### src/rtl/fsm_control_param.sv
// Link-layer control FSM: latches N FIFO thresholds at INIT, reports IDLE/ACTIVE, and captures sticky per-FIFO errors.
// Optional FSM_UMBRAL_CHECK_EN: rejects zero or all-ones threshold fields on INIT exit and reports them on cfg_error.
module fsm_control_param #(
  parameter int NUM_FIFOS = 5,
  parameter int UMBRAL_W  = 4,
  parameter int IDLE_HOLD = 2
) (
  input  logic                            clk,
  input  logic                            reset,
  input  logic                            init,
  input  logic [NUM_FIFOS*UMBRAL_W-1:0]   umbral_in,
  input  logic [NUM_FIFOS-1:0]            fifo_error,
  input  logic [NUM_FIFOS-1:0]            fifo_empty,
  output logic [NUM_FIFOS*UMBRAL_W-1:0]   umbrales_out,
  output logic                            active_out,
  output logic                            idle_out,
  output logic [NUM_FIFOS-1:0]            error_out,
`ifdef FSM_UMBRAL_CHECK_EN
  output logic [NUM_FIFOS-1:0]            cfg_error,
`endif
  output logic [4:0]                      state_out
);

  localparam logic [4:0] ST_RESET  = 5'b00001;
  localparam logic [4:0] ST_INIT   = 5'b00010;
  localparam logic [4:0] ST_IDLE   = 5'b00100;
  localparam logic [4:0] ST_ACTIVE = 5'b01000;
  localparam logic [4:0] ST_ERROR  = 5'b10000;

  localparam logic [3:0] HOLD_LAST = 4'(IDLE_HOLD - 1);

  logic [4:0] state, state_nxt;
  logic [3:0] hold_cnt, hold_nxt;
  logic       any_err, all_empty, cfg_bad;

  assign any_err   = |fifo_error;
  assign all_empty = &fifo_empty;

`ifdef FSM_UMBRAL_CHECK_EN
  logic [NUM_FIFOS-1:0] bad_fields;

  always_comb begin
    bad_fields = '0;
    for (int i = 0; i < NUM_FIFOS; i++) begin
      bad_fields[i] = (umbral_in[i*UMBRAL_W +: UMBRAL_W] == '0) ||
                      (umbral_in[i*UMBRAL_W +: UMBRAL_W] == '1);
    end
  end

  assign cfg_bad = |bad_fields;
`else
  assign cfg_bad = 1'b0;
`endif

  always_comb begin
    state_nxt = ST_RESET;
    case (state)
      ST_RESET:  state_nxt = ST_INIT;
      ST_INIT:   state_nxt = (any_err || cfg_bad) ? ST_ERROR : ST_IDLE;
      ST_IDLE: begin
        if (any_err)         state_nxt = ST_ERROR;
        else if (!all_empty) state_nxt = ST_ACTIVE;
        else                 state_nxt = ST_IDLE;
      end
      ST_ACTIVE: begin
        if (any_err)                                state_nxt = ST_ERROR;
        else if (all_empty && hold_cnt == HOLD_LAST) state_nxt = ST_IDLE;
        else                                        state_nxt = ST_ACTIVE;
      end
      ST_ERROR:  state_nxt = ST_ERROR;
      default:   state_nxt = ST_RESET;
    endcase
    if (init) state_nxt = ST_INIT;
  end

  // Counter only advances on all-empty ACTIVE cycles that do not leave the state.
  always_comb begin
    hold_nxt = '0;
    if (state == ST_ACTIVE && !init && !any_err && all_empty && hold_cnt != HOLD_LAST)
      hold_nxt = hold_cnt + 4'd1;
  end

  always_ff @(posedge clk) begin
    if (!reset) begin
      state        <= ST_RESET;
      hold_cnt     <= '0;
      umbrales_out <= '0;
      error_out    <= '0;
`ifdef FSM_UMBRAL_CHECK_EN
      cfg_error    <= '0;
`endif
    end else begin
      state    <= state_nxt;
      hold_cnt <= hold_nxt;
      if (state == ST_INIT) umbrales_out <= umbral_in;
      if (init) begin
        error_out <= '0;
`ifdef FSM_UMBRAL_CHECK_EN
        cfg_error <= '0;
`endif
      end else begin
        if (state_nxt == ST_ERROR) error_out <= error_out | fifo_error;
`ifdef FSM_UMBRAL_CHECK_EN
        if (state == ST_INIT) cfg_error <= cfg_error | bad_fields;
`endif
      end
    end
  end

  assign state_out  = state;
  assign active_out = (state == ST_ACTIVE);
  assign idle_out   = (state == ST_IDLE);

endmodule

### config.mk
export PLATFORM = sky130hd
export DESIGN_NAME = fsm_control_param
export DESIGN_NICKNAME = d
export VERILOG_FILES = /design/src/rtl/fsm_control_param.sv
export SDC_FILE = /design/constraint.sdc
export NUM_CORES = 1
export LEC_CHECK = 0
export BUFFER_PORTS_ARGS = -buffer_cell sky130_fd_sc_hd__buf_4
export CORE_UTILIZATION = 43
export CTS_BUF_LIST = sky130_fd_sc_hd__clkbuf_8
export DETAILED_ROUTE_END_ITERATION = 6
export GPL_TIMING_DRIVEN = 0
export PLACE_DENSITY = 0.77
export RECOVER_POWER = 50
export SYNTH_ARGS = -nofsm -noshare
export SYNTH_HDL_FRONTEND = slang
export SYNTH_SLANG_ARGS = --single-unit
export TNS_END_PERCENT = 10
### constraint.sdc
create_clock -name clk -period 1.6 [get_ports clk]
set_input_delay 0.16 -clock clk [delete_from_list [all_inputs] [get_ports clk]]
set_output_delay 0.16 -clock clk [all_outputs]
set_load 0.1 [all_outputs]
* Yosys cells after proc, flatten, opt, wreduce, memory -nomap -nowiden
Cells that the tools add are included.
** Storage, ports and cells
- Bits in registers :: 34
- Bits of input ports :: 33
** Operators by class
- Add/sub/neg operators :: 1
- Eq/ne operators :: 8
- Mux-type cells :: 7
- Bitwise operators :: 2
- Reductions and logical operators :: 11
** Operator list (number)
- $pmux 5 s5 :: 1
- $mux 5 :: 4
- $eq 5x5->1 const B :: 2
- $mux 4 :: 2
- $eq 5x1->1 const B :: 1
- $eq 5x2->1 const B :: 1
- $eq 5x3->1 const B :: 1
- $eq 5x4->1 const B :: 1
- $logic_and 1x1->1 :: 5
- $or 5x5->5 :: 1
- $reduce_and 5->1 :: 1
- $reduce_or 5->1 :: 1
- $add 4x1->4 const B :: 1
- $eq 4x1->1 const B :: 1
- $ne 4x1->1 const B :: 1
- $logic_not 1->1 :: 2
- $reduce_and 2->1 :: 1
- $reduce_or 2->1 :: 1
- $not 1->1 :: 1

* Longest topological paths before layout
Gate-level depths: netlist of the first run.
- Depth in word-level cells :: 7
- Gate-level depth with buffers :: 6

* Least setup slack after synthesis of the first run
Ideal clock, no wire load.
- Path type :: register -> register
- Start :: register state[3], in the netlist state_out[3]
- End :: register state[3], in the netlist state_out[3]
- Library setup time :: 0.116 ns
- Data arrival time :: 2.579 ns
- Slack :: -1.095 ns
- Cell stages (with the launch flop) :: 7
- Period minus slack after synthesis :: 2.695 ns
- Cells stage by stage :: dfxtp_1 -> buf_6 -> nor2_1 -> nand3_1 -> inv_1 -> or4_1 -> and3_1
** Between the ends
- Longest elaborated chain between the ends :: 3
** RTL lines
- start: declaration :: RTL line 32 : logic [4:0] state, state_nxt;
- start signal: assignment :: RTL line 93 : state <= state_nxt;
- $eq 5x3->1
- via idle_out :: RTL line 16 : output logic idle_out,
- $pmux 5 s5 :: RTL line 57 : case (state)
- $mux 5 :: RTL line 73 : if (init) state_nxt = ST_INIT;
The timed path passes the listed nets, and every way through them passes these cells.
A chain may end at the register's enable or synchronous reset.

* Worst setup path in the final report of the first run
- Start :: register state[4], in the netlist state_out[4]
- End :: register umbrales_out[18]
** Between the ends
- Longest elaborated chain between the ends :: 1
** RTL lines
- $eq 5x2->1 :: RTL line 95 : if (state == ST_INIT) umbrales_out <= umbral_in;
- end signal: assignment :: RTL line 95
- end: declaration :: RTL line 14 : output logic [NUM_FIFOS*UMBRAL_W-1:0] umbrales_out,
No other way between the ends.

==> results.cfg, run 1 <==
[clocking]
cts_hold_buf = 0
clk_pin_slew_ns = 0.07
root_buffer = clkbuf_8
ctsLongestPathBuffers = 2
clock_latency_ns = 0.28
cts.sinks = 34
h-tree-depth = 2
cts-buffers-inserted = 5
cts_tree = done

[critical_path]
crit_fanout = 6
required_ns = 1.78
r2r_end = umbrales_out[18]
crit_start = state_out[4]
cp.arrival_ns = 1.77
endpoint = umbrales_out[18]
path_class = reg -> reg
reg2reg_from = state_out[4]
rr_worst_depth = 5
cp-end-kind = register
start_kind = register
r2r_slack_ns = 0.01

[placed_design]
gp_congestion = 0.795
dp_hpwl_mm = 2.57
port_buffers = 64

[synth]
syn_inst = 156
syn_nets = 191
yosys.area.top_type_share = 0.480
netlist_area_mm2 = 0.00142
ys_ff_latch = 34
synth_area_leaders = dfxtp_1, nand2_1, a21boi_1
synth_area_leader_cell = dfxtp_1
seq_area_frac_synth = 0.480
synth.distinct_cells = 35
synth_warnings = 0
syn_area_per_cell_um2 = 9.10

[final_layout]
area_growth_syn_to_layout_pct = 47.4
drive_gt1_frac = 0.463
final_util = 0.674
diodes = 0
nNetsFinal = 265
fillers = 301

[floorplanning]
rows = 20
start_util = 0.457
ios = 65
core_area_mm2 = 0.00310
die_h_um = 59.4
die-area_mm2 = 0.00353
die_w_um = 59.4

[power]
power.leakage_nw = 0.915
powerDensity_mw_per_mm2 = 942
irDropWorstVdd_uv = 543
p_total_mw = 1.97

[timing]
slew_violations = 0
rsz0062_at_grt = true
slew_headroom = 0.636
fin_crit_sh = 0.993
fin_skew_ns = 0.00576
worstMarginPinSlew_ns = 0.549
hold_violations = 0
setup_viol = 0
fmax_ghz = 0.630
min_period_ns = 1.59
setup_tns_ns = 0

[detailed_routing]
post_drt_via_cell_ratio = 5.05
drt_iter0_drc = 53
dr.pass1.iters = 4
num_vias = 1389
ant_nets = 0
routedWlPerCell_um = 12.8
drc = 0
drt_wl_total_mm = 3.52

[grt]
overflow = 0
antenna_found_initial = 0
grt_usage = 0.214
grt_pass1_wl_mm = 5.62
first_global_vias = 1354
grt_max_degree = 11

[flow_run]
maxCapViolations = 0

[min_path]
hp-class = in -> reg

[status]
outcome = finished clean
-- synth_stat cells (all sizes together) --
master,number
xnor2,2
dfxtp,34
or3b,1
nor3,1
nor3b,3
inv,2
nand4,1
a22o,5
nor2b,2
o21a,2
o21ai,4
and4,1
o2111ai,1
xor2,2
buf,5
o211a,1
or3,1
ha,2
nor4,1
o211ai,1
a21boi,20
o2bb2ai,1
nand2b,1
nand3,3
and3,1
nor2,10
clkbuf,3
nand2,41
or4,3
and2,1
-- where the power goes --
part / internal, mW / switching [mW] / total (mW)
registers: 0.871 / 0.0263 / 0.898
logic: 0.135 / 0.301 / 0.436
clock network: 0.340 / 0.294 / 0.635
total: 1.35 / 0.622 / 1.97
-- timing repair --
| action | CTS | global route |
|---|---|---|
| buffers inserted | 1 | 1 |
| gates resized for setup | 7 | 14 |
| pin swaps | 2 | 12 |
| gates cloned | 2 | 0 |
| endpoints found under the setup margin | 20 | 22 |
-- logic make-up (layout without fill, tap and decap cells) --
family                     Yosys count  count (layout)  share of synthesized area
adders and majority gates            2               2                     0.0176
buffers and inverters               10              85                     0.0485
and+or+nand+nor                     71              71                      0.243
DFF                                 34              34                      0.480
AOI/OAI and AO/OA                   35              35                      0.186
xor gates and xnor gates             4               4                     0.0247
-- state kept, by name (all words and copies together), names as in the netlist --
register / cells
error_out: 5
hold_cnt: 4
state_out: 5
umbrales_out: 20
-- area by class of cell --
class                   count  area, um^2  area share
inverters                   2        11.3     0.00539
clock inverters             2        8.76     0.00419
clock buffers               6        82.6      0.0395
multi-input cells         112         714       0.342
flip-flops and latches     34         702       0.336
well taps                  44        55.1      0.0263
repair buffers             68         467       0.223
plain buffers               7        50.0      0.0239
-- stage by stage --
| stage | hold slack (ns) | std cells | cell area (um^2) | worst slack [ns] |
|---|---|---|---|---|
| floorplan | 0.245 | 156 | 1450 | -0.559 |
| global placement | 0.354 | 264 | 1980 | 0.00486 |
| detailed placement | 0.362 | 264 | 1980 | -0.0416 |
| CTS | 0.0671 | 274 | 2100 | 0.00589 |
| global route | 0.0838 | 275 | 2090 | -0.0155 |
| finish | 0.0801 | 275 | 2090 | 0.0118 |
-- critical path, stage by stage, from the launching register on --
cell and delay (ns):
dfxtp_4 0.36, or3_4 0.42, or3b_4 0.43, buf_6 0.15
nand2_1 0.07, a21boi_1 0.06
-- cell usage in the layout, fill, tap and decap left out, types with 2 or more instances in the layout --
cell type and count:
o21a_1 2, clkbuf_2 23, a21boi_2 2, nand2_2 10, clkbuf_1 2, nor2b_1 2, clkbuf_8 6, a22o_1 5
nor2_1 10, nand2_1 31, dfxtp_4 5, buf_6 5, xnor2_1 2, inv_1 2, o21ai_0 2, ha_1 2
dfxtp_1 27, a21boi_1 18, nand3_1 3, dfxtp_2 2, buf_4 45, xor2_1 2, or4_4 2, o21ai_1 2
-- worst min-delay path by stage --
stage          start      endpoint  slack (ns)  cells after the start
2_1_floorplan   init  state_out[0]        0.25                      1
3_3_place_gp    init  state_out[0]        0.35                      2
3_5_place_dp    init  state_out[0]        0.36                      2
4_1_cts         init  state_out[0]        0.07                      2
5_1_grt         init  state_out[0]        0.08                      2
6_report        init  state_out[0]        0.08                      2
-- routing by layer --
| layer | track usage | vias up | share of wire |
|---|---|---|---|
| li1 | - | 678 | - |
| met1 | 0.224 | 646 | 0.40 |
| met2 | 0.392 | 56 | 0.51 |
| met3 | 0.0590 | 9 | 0.063 |
| met4 | 0.102 | 0 | 0.025 |
| met5 | 0 | - | 0 |
No activity file was read; power rests on OpenSTA's default activity.
==> run 2: changes to the inputs <==
--- a/config.mk
+++ b/config.mk
@@ -6,12 +6,13 @@
 export NUM_CORES = 1
 export LEC_CHECK = 0
 export BUFFER_PORTS_ARGS = -buffer_cell sky130_fd_sc_hd__buf_4
-export CORE_UTILIZATION = 43
+export CORE_UTILIZATION = 40
 export CTS_BUF_LIST = sky130_fd_sc_hd__clkbuf_8
 export DETAILED_ROUTE_END_ITERATION = 6
 export GPL_TIMING_DRIVEN = 0
-export PLACE_DENSITY = 0.77
+export PLACE_DENSITY = 0.73
 export RECOVER_POWER = 50
+export REMOVE_ABC_BUFFERS = 1
 export SYNTH_ARGS = -nofsm -noshare
 export SYNTH_HDL_FRONTEND = slang
 export SYNTH_SLANG_ARGS = --single-unit
==> run 2 against run 1 <==
Net effect: combinational power shrank 4%; cell area shrank 3.2%; highest routed layer unchanged; fmax shrank 0.61%.
==> results.cfg, run 2 (synthesis results as in run 1) <==
[final_layout]
largest_register_ffs = 20
drive_gt1_frac = 0.384
diodes = 0
area_growth_syn_to_layout_pct = 42.7
regMostFlops = umbrales_out
final_cell_area_mm2 = 0.00202
nNetsFinal = 258
final_util = 0.602
final_cell_mix = buf_4, nand2_1, dfxtp_1
layout_commonest_cell = buf_4

[placed_design]
port_buffers = 64
pre_cts_slack_ns = -0.714
gp_congestion = 0.765
dp_hpwl_mm = 2.09
dpl_cell_area_mm2 = 0.00190

[detailed_routing]
drt_wl_total_mm = 3.02
routedWlPerCell_um = 11.2
drt_iter0_drc = 35
ant_nets = 0
post_drt_via_cell_ratio = 4.73
dr.pass1.iters = 4
num_vias = 1277
drc = 0

[floorplanning]
rows = 21
die_w_um = 61.6
ios = 65
die_h_um = 61.6
die-area_mm2 = 0.00379
start_util = 0.422
core_area_mm2 = 0.00336

[flow_run]
maxCapViolations = 0

[power]
powerDensity_mw_per_mm2 = 1020
internal_power_mw = 1.46
irDropWorstVdd_uv = 524
power.leakage_nw = 0.894
switching_share = 0.296
p_seq_frac = 0.434
power_frac_comb = 0.201
p_sw_mw = 0.614
clockPowerShare = 0.365

[clocking]
ctsLongestPathBuffers = 2
root_buffer = clkbuf_8
cts_tree = done
h-tree-depth = 2
clk_pin_slew_ns = 0.07
cts-buffers-inserted = 5
clock_latency_ns = 0.28
cts_hold_buf = 0
cts.sinks = 34

[critical_path]
reg2reg_from = state_out[2]
path_class = reg -> reg
cpMaxStageDelayCell = or3b_4
cp-end-kind = register
required_ns = 1.77
crit_fanout = 20
endpoint = umbrales_out[14]
start_kind = register
crit_chain = or3_4 > or3b_4 > nand2_1 > a21boi_1
cpPeakStageDelay_ns = 0.51
r2r_end = umbrales_out[14]
crit_start = state_out[2]
cp.arrival_ns = 1.77
r2r_slack_ns = 0.002
rr_worst_depth = 4

[timing]
fmax_ghz = 0.626
slew_violations = 0
hold_violations = 0
rsz0062_at_grt = true
fin_skew_ns = 0.00579
fin_crit_sh = 0.999
min_period_ns = 1.60
setup_viol = 0
holdWs_ns = 0.0707
worstMarginPinSlew_ns = 0.553
worst_slack_ns = 0.00205
slew_headroom = 0.633

[min_path]
hp-class = in -> reg

[grt]
antenna_found_initial = 0
grt_pass1_wl_mm = 4.75
overflow = 0
first_global_vias = 1143
grt_max_degree = 24
grt_usage = 0.169

[status]
outcome = finished clean
==> run 2: cell types whose count changed in the layout (fill, tap and decap cells not counted), sizes merged <==
cell,delta
clkbuf,-5
buf,-4
bufinv,+1
clkinv,+1
clkinvlp,-1
nor3b,+1
==> run 2: power groups by stage <==
stage	combinational, mW	clock (mW)	sequential (mW)
floorplan	0.0731	0	1.13
detailed placement	0.413	0	0.917
finish	0.417	0.755	0.900
CTS	0.432	0.779	0.902
global route	0.439	0.829	0.904
global placement	0.411	0	0.917
==> run 2: final cells by class <==
| cell class | count | area (um^2) |
|---|---|---|
| flip-flops and latches | 34 | 689 |
| inverters | 2 | 7.51 |
| clock inverters | 3 | 40.0 |
| clock buffers | 5 | 68.8 |
| fillers | 327 | 1340 |
| multi-input cells | 113 | 694 |
| repair buffers | 67 | 467 |
| well taps | 46 | 57.6 |
==> run 2: metal layers <==
layer	vias up	global-route usage	wire length (um)
met5	-	0	0
met4	0	0.0381	21
met3	2	0.0672	263
met2	54	0.287	1280
met1	556	0.202	1460
li1	665	-	-
==> run 2: what timing repair did <==
item,4_1_cts,5_1_grt
buffers inserted,3,0
endpoints found under the setup margin,24,23
resized for setup,6,3
pin swaps,2,6
cloned,1,0
==> run 2: metrics by stage <==
stage	power, mW	instances	setup TNS (ns)
6_report	2.07	270	0
3_5_place_dp	1.33	258	-13.95
4_1_cts	2.11	270	0
3_3_place_gp	1.33	258	-14.15
2_1_floorplan	1.20	148	-22.49
5_1_grt	2.17	270	-0.723
==> run 2: how the worst min path moves through the flow <==
stage / from / endpoint / slack [ns] / cells past startpoint
floorplan: reset / state_out[0] / 0.24 / 1
global placement: init / state_out[0] / 0.37 / 2
detailed placement: init / state_out[0] / 0.37 / 2
CTS: init / state_out[0] / 0.06 / 2
global route: init / state_out[0] / 0.06 / 2
finish: init / state_out[0] / 0.07 / 2
==> run 2: worst max-delay path, delay by kind of cell (launching register included) <==
kind	cells	cell delay, ns
AND/OR/NAND/NOR	3	1.05
flip-flops	1	0.37
AO/OA/AOI/OAI	1	0.06
==> run 3: changes to the inputs <==
--- a/config.mk
+++ b/config.mk
@@ -11,7 +11,6 @@
 export DETAILED_ROUTE_END_ITERATION = 6
 export GPL_TIMING_DRIVEN = 0
 export PLACE_DENSITY = 0.73
-export RECOVER_POWER = 50
 export REMOVE_ABC_BUFFERS = 1
 export SYNTH_ARGS = -nofsm -noshare
 export SYNTH_HDL_FRONTEND = slang
==> run 3 against run 2 <==
Net effect: non-clock buffer count did not move; utilization rose by 1.6 points; combinational power rose by 3%; worst hold slack got worse by 0.0014 ns; die area did not move; via count fell by 0.23%; routed wire length barely moved; clock skew rose by 0.00082 ns; sequential power barely moved; first-iteration DRC count rose by 5.7%; clock power barely moved; critical endpoint unchanged.
==> results.cfg, run 3 (synthesis results as in run 1) <==
[status]
outcome = finished clean

[timing]
slew_headroom = 0.676
setup_tns_ns = 0
slew_violations = 0
rsz0062_at_grt = true
worst_slack_ns = 0.00372
min_period_ns = 1.60
fin_skew_ns = 0.00661
hold_violations = 0
fin_crit_sh = 0.998
setup_viol = 0
worstMarginPinSlew_ns = 0.484
fmax_ghz = 0.626

[critical_path]
cpPeakStageDelay_ns = 0.51
crit_chain = or3_4 > or3b_4 > nand2_1 > a21boi_1
r2r_slack_ns = 0.004
crit_fanout = 20
cpMaxStageDelayCell = or3b_4
r2r_end = umbrales_out[14]
cp.arrival_ns = 1.77
reg2reg_from = state_out[2]
rr_worst_depth = 4
path_class = reg -> reg
required_ns = 1.78
cp-end-kind = register
cp_top_family = simple AND/OR/NAND/NOR gates
start_kind = register
crit_buf_inv = 0

[grt]
antenna_found_initial = 0
overflow = 0
grt_max_degree = 24
grt_usage = 0.169
first_global_vias = 1143
grt_pass1_wl_mm = 4.75

[clocking]
h-tree-depth = 2
clock_latency_ns = 0.28
cts_tree = done
cts-buffers-inserted = 5
cts_hold_buf = 0
ctsLongestPathBuffers = 2
root_buffer = clkbuf_8
cts.sinks = 34
clk_pin_slew_ns = 0.07

[detailed_routing]
dr.pass1.iters = 4
ant_nets = 0
drt_wl_total_mm = 3.02
drc = 0
drt_iter0_drc = 37
num_vias = 1274
post_drt_via_cell_ratio = 4.72
routedWlPerCell_um = 11.2

[floorplanning]
start_util = 0.422
rows = 21
die_w_um = 61.6
ios = 65
core_area_mm2 = 0.00336
die_h_um = 61.6
die-area_mm2 = 0.00379

[min_path]
whs_endpoint = state_out[0]
hold_path_depth = 2
hp-class = in -> reg
worstHoldStart = init

[flow_run]
maxCapViolations = 0

[placed_design]
gp_congestion = 0.765
port_buffers = 64
dp_hpwl_mm = 2.09
dpl_cell_area_mm2 = 0.00190
pre_cts_slack_ns = -0.714

[final_layout]
drive_gt1_frac = 0.384
diodes = 0
final_cell_area_mm2 = 0.00208
largest_register_ffs = 20
final_cell_mix = buf_4, nand2_1, dfxtp_1
area_growth_syn_to_layout_pct = 46.4
regMostFlops = umbrales_out
layout_commonest_cell = buf_4
nNetsFinal = 258

[power]
power.leakage_nw = 0.911
powerDensity_mw_per_mm2 = 1000
irDropWorstVdd_uv = 526
==> run 3: worst max path at each step <==
stage,start,endpoint,slack [ns],cells after the start
after global placement,state_out[2],state_out[3],-0.73,4
final,state_out[2],umbrales_out[14],0.004,4
after floorplan,state_out[1],state_out[3],-1.06,5
after global routing,state_out[2],umbrales_out[1],-0.05,4
after detailed placement,state_out[2],state_out[3],-0.71,4
after CTS,state_out[2],umbrales_out[14],0.005,4
==> run 3: what timing repair did <==
item,CTS,global route
gates cloned,1,0
resized for setup,6,3
pin swaps,2,6
setup buffers,3,0
setup endpoints to repair,24,23
endpoints found under the hold margin,0,0
==> run 3: worst reg2reg max path, cell delays in order (launching register included) <==
cell	delay, ns
dfxtp_4	0.37
or3_4	0.43
or3b_4	0.51
nand2_1	0.12
a21boi_1	0.06
==> run 3: report_power, final <==
group          switching [mW]  total [mW]  internal, mW  leakage [nW]
Sequential             0.0248       0.900         0.875         0.278
Clock                   0.300       0.758         0.458        0.0579
Combinational           0.292       0.429         0.137         0.575
==> run 3: per-layer routing <==
metal  up-vias  GRT usage  share of wire
li1        665          -              -
met2        54      0.287           0.43
met5         -          0              0
met1       553      0.202           0.47
met4         0     0.0381         0.0083
met3         2     0.0672          0.089
==> run 3: final cells by class <==
type	count	area, um^2
Multi-Input combinational cell	113	694
Fill cell	317	1290
Inverter	2	7.51
Clock inverter	3	40.0
Timing Repair Buffer	67	519
Clock buffer	5	68.8
Tap cell	46	57.6
Sequential cell	34	689
==> run 3: through the flow <==
step	hold WS (ns)	instances	utilization	power, mW
3_3_place_gp	0.368	258	0.564	1.33
5_1_grt	0.0595	270	0.618	2.19
3_5_place_dp	0.371	258	0.564	1.33
4_1_cts	0.0641	270	0.615	2.11
2_1_floorplan	0.240	148	-	1.20
6_report	0.0692	270	0.618	2.09
